$ cat src/rtl/prog_loader_pkg.sv
// rtl/prog_loader_pkg.sv - shared constants and state type for the program loader
package prog_loader_pkg;

    localparam int FIFO_DEPTH_DEF = 4;

    localparam logic [2:0] ST_IDLE = 3'd0;
    localparam logic [2:0] ST_LEN  = 3'd1;
    localparam logic [2:0] ST_LOAD = 3'd2;
    localparam logic [2:0] ST_CSUM = 3'd3;
    localparam logic [2:0] ST_DONE = 3'd4;
    localparam logic [2:0] ST_ERR  = 3'd5;

    typedef enum logic [2:0] {
        S_IDLE = ST_IDLE,
        S_LEN  = ST_LEN,
        S_LOAD = ST_LOAD,
        S_CSUM = ST_CSUM,
        S_DONE = ST_DONE,
        S_ERR  = ST_ERR
    } state_e;

endpackage

$ cat src/rtl/prog_loader_if.sv
// rtl/prog_loader_if.sv - byte stream in and instruction-memory write bus
interface prog_loader_if;

    logic [7:0] s_data;
    logic       s_valid;
    logic       s_ready;
    logic       mem_ready;
    logic       mem_we;
    logic [7:0] mem_addr;
    logic [7:0] mem_wdata;

    modport slave (
        input  s_data,
        input  s_valid,
        output s_ready,
        input  mem_ready,
        output mem_we,
        output mem_addr,
        output mem_wdata
    );

    modport master (
        output s_data,
        output s_valid,
        input  s_ready,
        output mem_ready,
        input  mem_we,
        input  mem_addr,
        input  mem_wdata
    );

endinterface

$ cat src/rtl/prog_loader_byte_fifo.sv
// rtl/prog_loader_byte_fifo.sv - registered byte FIFO with flush and visible head
module byte_fifo #(
    parameter int DEPTH = 4
) (
    input  logic       clk,
    input  logic       rst,
    input  logic       push,
    input  logic       pop,
    input  logic       flush,
    input  logic [7:0] din,
    output logic       full,
    output logic       empty,
    output logic [7:0] head
);

    localparam int AW = $clog2(DEPTH);

    logic [7:0]  mem [DEPTH];
    logic [AW:0] wptr;
    logic [AW:0] rptr;
    logic        do_push;
    logic        do_pop;

    assign do_push = push && !full;
    assign do_pop  = pop && !empty;

    assign empty = (wptr == rptr);
    assign full  = (wptr[AW] != rptr[AW]) && (wptr[AW-1:0] == rptr[AW-1:0]);
    assign head  = mem[rptr[AW-1:0]];

    // Pointer update; flush and reset both empty the buffer
    always_ff @(posedge clk) begin
        if (!rst || flush) begin
            wptr <= '0;
            rptr <= '0;
        end else begin
            if (do_push) wptr <= wptr + 1'b1;
            if (do_pop)  rptr <= rptr + 1'b1;
        end
    end

    // Storage write; contents need no reset since pointers gate visibility
    always_ff @(posedge clk) begin
        if (do_push) mem[wptr[AW-1:0]] <= din;
    end

endmodule

$ cat src/rtl/prog_loader.sv
// rtl/prog_loader.sv - streams a length-prefixed program into instruction memory (PROG_LOADER_CSUM_EN adds trailing checksum)
module prog_loader
    import prog_loader_pkg::*;
#(
    parameter int FIFO_DEPTH = FIFO_DEPTH_DEF
) (
    input  logic               clk,
    input  logic               rst,
    input  logic               start,
    prog_loader_if.slave       bus,
    output logic               cpu_rst_n,
    output logic               done,
    output logic               err
);

    logic [2:0] state;
    logic [7:0] count;
    logic [7:0] len_m1;

    logic       fifo_full;
    logic       fifo_empty;
    logic [7:0] fifo_head;
    logic       fifo_push;
    logic       fifo_pop;

    logic       in_rx;
    logic       start_ok;
    logic       wr;

    assign in_rx    = (state == ST_LEN) || (state == ST_LOAD) || (state == ST_CSUM);
    assign start_ok = start && ((state == ST_IDLE) || (state == ST_DONE) || (state == ST_ERR));
    assign wr       = (state == ST_LOAD) && !fifo_empty && bus.mem_ready;

    assign bus.s_ready   = in_rx && !fifo_full;
    assign fifo_push     = bus.s_valid && bus.s_ready;

    assign bus.mem_we    = wr;
    assign bus.mem_addr  = count;
    assign bus.mem_wdata = wr ? fifo_head : 8'h00;

    assign done      = (state == ST_DONE);
    assign cpu_rst_n = (state == ST_DONE);

`ifdef PROG_LOADER_CSUM_EN
    logic [7:0] csum;
    logic [7:0] csum_final;

    assign csum_final = csum + fifo_head;
    assign fifo_pop   = ((state == ST_LEN) && !fifo_empty) || wr
                      || ((state == ST_CSUM) && !fifo_empty);
    assign err        = (state == ST_ERR);

    // Running sum over the length byte and every program byte written
    always_ff @(posedge clk) begin
        if (!rst || start_ok) begin
            csum <= 8'h00;
        end else if ((state == ST_LEN) && !fifo_empty) begin
            csum <= fifo_head;
        end else if (wr) begin
            csum <= csum + fifo_head;
        end
    end
`else
    assign fifo_pop = ((state == ST_LEN) && !fifo_empty) || wr;
    assign err      = 1'b0;
`endif

    byte_fifo #(
        .DEPTH (FIFO_DEPTH)
    ) u_fifo (
        .clk   (clk),
        .rst   (rst),
        .push  (fifo_push),
        .pop   (fifo_pop),
        .flush (start_ok),
        .din   (bus.s_data),
        .full  (fifo_full),
        .empty (fifo_empty),
        .head  (fifo_head)
    );

    // Load sequencer; length byte is kept as N-1 so N=0 naturally means 256
    always_ff @(posedge clk) begin
        if (!rst) begin
            state  <= ST_IDLE;
            count  <= 8'h00;
            len_m1 <= 8'h00;
        end else begin
            case (state)
                ST_IDLE, ST_DONE, ST_ERR: begin
                    if (start) begin
                        state <= ST_LEN;
                        count <= 8'h00;
                    end
                end
                ST_LEN: begin
                    if (!fifo_empty) begin
                        len_m1 <= fifo_head - 8'd1;
                        state  <= ST_LOAD;
                    end
                end
                ST_LOAD: begin
                    if (wr) begin
                        count <= count + 8'd1;
                        if (count == len_m1) begin
`ifdef PROG_LOADER_CSUM_EN
                            state <= ST_CSUM;
`else
                            state <= ST_DONE;
`endif
                        end
                    end
                end
`ifdef PROG_LOADER_CSUM_EN
                ST_CSUM: begin
                    if (!fifo_empty) begin
                        state <= (csum_final == 8'h00) ? ST_DONE : ST_ERR;
                    end
                end
`endif
                default: state <= ST_IDLE;
            endcase
        end
    end

endmodule
$ cat src/flat_wrapper.sv
// flat-port wrapper written by rule: the top's interface ports become plain ports
module prog_loader_flat import prog_loader_pkg::*;
#(
    parameter int FIFO_DEPTH = FIFO_DEPTH_DEF
)
  (clk, rst, start, cpu_rst_n, done, err, bus_s_data, bus_s_valid, bus_s_ready, bus_mem_ready, bus_mem_we, bus_mem_addr, bus_mem_wdata);
  prog_loader_if bus_i ();
  input  logic clk;
  input  logic rst;
  input  logic start;
  output logic cpu_rst_n;
  output logic done;
  output logic err;
  input wire logic [$bits(bus_i.s_data)-1:0] bus_s_data;
  input wire logic [$bits(bus_i.s_valid)-1:0] bus_s_valid;
  output wire logic [$bits(bus_i.s_ready)-1:0] bus_s_ready;
  input wire logic [$bits(bus_i.mem_ready)-1:0] bus_mem_ready;
  output wire logic [$bits(bus_i.mem_we)-1:0] bus_mem_we;
  output wire logic [$bits(bus_i.mem_addr)-1:0] bus_mem_addr;
  output wire logic [$bits(bus_i.mem_wdata)-1:0] bus_mem_wdata;
  assign bus_i.s_data = bus_s_data;
  assign bus_i.s_valid = bus_s_valid;
  assign bus_s_ready = bus_i.s_ready;
  assign bus_i.mem_ready = bus_mem_ready;
  assign bus_mem_we = bus_i.mem_we;
  assign bus_mem_addr = bus_i.mem_addr;
  assign bus_mem_wdata = bus_i.mem_wdata;
  prog_loader #(.FIFO_DEPTH(FIFO_DEPTH)) u_core (.clk(clk), .rst(rst), .start(start), .bus(bus_i), .cpu_rst_n(cpu_rst_n), .done(done), .err(err));
endmodule
$ cat config.mk
export PLATFORM = sky130hd
export DESIGN_NAME = prog_loader_flat
export DESIGN_NICKNAME = d
export VERILOG_FILES = /design/src/rtl/prog_loader_pkg.sv /design/src/rtl/prog_loader_if.sv /design/src/rtl/prog_loader_byte_fifo.sv /design/src/rtl/prog_loader.sv /design/src/flat_wrapper.sv
export SDC_FILE = /design/constraint.sdc
export NUM_CORES = 1
export LEC_CHECK = 0
export ABC_AREA = 1
export BUFFER_PORTS_ARGS = -buffer_cell sky130_fd_sc_hd__buf_2
export CORE_AREA = 2 2 130 81
export DETAILED_ROUTE_END_ITERATION = 8
export DIE_AREA = 0 0 132 83
export SYNTH_ARGS = -nofsm -noshare
export SYNTH_HDL_FRONTEND = slang
export SYNTH_SLANG_ARGS = --single-unit
$ cat constraint.sdc
create_clock -name clk -period 2.2 [get_ports clk]
set_clock_uncertainty 0.05 [all_clocks]
set_input_delay 0.44 -clock clk [delete_from_list [all_inputs] [get_ports clk]]
set_output_delay 0.44 -clock clk [all_outputs]
set_load 0.03 [all_outputs]
==> impl_metrics.toml <==
[global_route]
grt_max_degree = 17
antenna_found_initial = 0
grt-ovfl-total = 0
first_global_vias = 2228
grt_pass1_wl_um = 11200
grt_use_total_pct = 13.3

[worst_setup_path]
cp_top_family = "flip-flops"
cp_cell_sequence = "buf_4 > nand2_1 > nand3_1 > nand2_1 > nor2_1 > buf_2"
critPathArrivalTime_ns = 1.59
worst_path_most_repeated_cell = "nand2_1"
critPathMaxFanout = 10
start_kind = "flop"
crit_path_max_incr_delay_ns = 0.43
crit_buf_inv = 2
critPathRequiredTime_ns = 1.71
setup.worst_path.class = "reg -> out"
crit_slowest_cell = "dfxtp_2"
critPathCaptureType = "output pin"

[final_layout]
antenna-diode-count = 0
seqCellArea_um2 = 1510
utilization_pct = 36.4
layout.nets = 407
multi_input_area_um2 = 1140
drive_above_1_share_pct = 19.9
area_delta_synth_final_pct = 22.7
fillers = 1009

[timing]
rsz0062_at_grt = "no"
setup_viol_count_final = 0
finalHoldViolations = 0
drv_slew = 0
fin_crit_sh_pct = 94.4
layout_setup_ws_ns = 0.122
max_clock_freq_ghz = 0.481
tightest_slew_ns = 0.539
relSlewSlack_pct = 64.0
hold_ws_ns = 0.276
setup_tns_ns = 0
timing.final.crit_period_ns = 2.08

[pwr]
p_clk_share_pct = 36.4
seqPwrFrac_pct = 34.4
internal-power_mw = 2.68
switchingPower_mw = 1.40
vdd_ir_drop_max_mv = 0.487
p_comb_share_pct = 29.2
switching_share_pct = 34.3
power_density_nw_per_um2 = 1160
leakage_nw = 1.55

[placed_design]
gp_congestion = 0.784
pre_cts_ws_ns = 0.294
port_buffers = 32
hpwl_um = 4990

[logic_synthesis]
yosysTopAreaCell = "edfxtp_1"
synth_top_cells_by_count = "nand2_1, inv_1, nor2_1"
synth_cells = 347
ys_ff_latch = 59
synth-async-reset-ratio_pct = 0
synth-edff-count = 32
synth.most_common_cell = "nand2_1"
synthFlopType = "edfxtp_1"
synth_area_um2 = 2880
synth_top_area_share_pct = 33.4
synth_nets = 367
synthTopCellsByArea = "edfxtp_1, dfxtp_1, nand2_1, inv_1, nor2_1"
ys_seq_area_share_pct = 52.2
ys_types = 31
postSynthAreaPerCell_um2 = 8.29
yosysWarnings = 0

[route]
first_pass_iters = 5
via_per_inst = 4.41
num_vias = 2326
ant_nets = 0
drt_iter0_drc = 118
wire_per_inst_um = 12.5
drt-total-wl_um = 6610
drc = 0

[floorplanning]
initial_core_util_pct = 29.6
core_area_um2 = 9700
std_cell_rows = 28
io_pins = 34
dieArea_um2 = 11000
chipHeight_um = 83
die_x_um = 132

[min_path]
hold_class = "in -> reg"

[clocking]
numCtsBuffers = 9
clock_latency_ns = 0.33
clk_path_buf_depth = 2
postCtsSetupBuffers = 0
clockRootBuffer = "clkbuf_16"
clkSlewWorstSetupHoldPaths_ns = 0.05
clock_sinks = 59
htree_levels = 3
cts_tree = "built"
hold_buffers = 0

[run]
maxCapViolCount = 0

[outcome]
outcome = "finished, final reports clean"
cells by family after synthesis:
family                     synth area share (%)
and+or+nand+nor                            24.6
DFF                                        52.2
buffers and inverters                      8.83
AOI/OAI and AO/OA                          9.36
adders and majority gates                  3.05
xor gates and xnor gates                   1.83
other                                     0.130
flip-flops by register name (all words and copies together), names as in the netlist, named ones only:
name,flops
u_core.state,3
u_core.bus.mem_addr,8
u_core.len_m1,8
u_core.u_fifo.rptr,3
u_core.u_fifo.wptr,3
u_core.u_fifo.mem,32
worst register-to-register path, cell delays in order (launching register included):
cell and delay (ns):
dfxtp_1 0.37, inv_1 0.11, nand3_2 0.13, nor2_2 0.15
nand2_4 0.13, a21oi_1 0.47, nand3b_1 0.14, a21oi_1 0.15
routing by layer:
layer	vias to the layer above	GRT usage (%)	share of wire, %
li1	1200	-	-
met1	1081	18.5	53
met2	43	18.2	41
met3	2	5.98	5.8
met4	0	4.05	0.38
met5	-	0	0
what timing repair did:
action                     in CTS  in global routing
gates resized for setup         2                  9
hold endpoints to repair        0                  0
setup endpoints to repair       3                  9
layout make-up:
cell class	instances	share of cell area [%]
clock inverter	6	2.23
tap	135	4.79
clock buffer	10	6.77
sequential	59	42.7
timing repair buffer	39	6.24
inverter	46	5.00
multi-input combinational	232	32.3
worst paths after layout:
check                   start  cells past startpoint  slack [ns]                       to
max                      flop                      6        0.12         bus_mem_wdata[6]
min             bus_s_data[4]                      1        0.28  u_core.u_fifo.mem[3][4]
max reg2reg   u_core.state[2]                      7        0.43   u_core.bus.mem_addr[6]
min reg2reg  u_core.len_m1[0]                      2        0.42         u_core.len_m1[0]
cells in the final DEF, fill, tap and decap left out, types with 2 or more instances in the layout:
master,synthesis,final
inv_1,43,43
edfxtp_1,32,32
nand3_1,22,20
a21oi_1,23,23
nor2_2,2,4
o21ai_1,5,5
nor3_1,3,3
bufinv_16,0,2
clkbuf_16,0,9
clkinv_2,1,4
dfxtp_1,27,24
xnor2_1,5,5
dfxtp_2,0,3
nand4_1,3,3
clkbuf_4,0,3
ha_1,7,7
nor2_1,33,31
buf_4,6,7
o21ai_0,14,14
o21ai_2,2,2
nand2_2,6,5
nand2_1,97,97
a31oi_1,2,2
nand3_2,0,2
buf_2,2,29
metrics by stage:
stage | instances | power (mW) | cell area [um2]
3_5_place_dp | 511 | 2.58 | 3180
3_3_place_gp | 511 | 2.55 | 3180
6_report | 527 | 4.08 | 3530
5_1_grt | 527 | 4.36 | 3530
4_1_cts | 527 | 4.10 | 3500
2_1_floorplan | 347 | 2.30 | 2880
power by group through the flow:
stage                     combinational, mW  sequential [mW]  clock, mW
after detailed placement               1.16             1.42          0
after global placement                 1.14             1.41          0
after floorplan                       0.885             1.42          0
after global routing                   1.37             1.42       1.57
final                                  1.19             1.40       1.49
after CTS                              1.18             1.40       1.52
No activity file was read; power rests on OpenSTA's default activity.
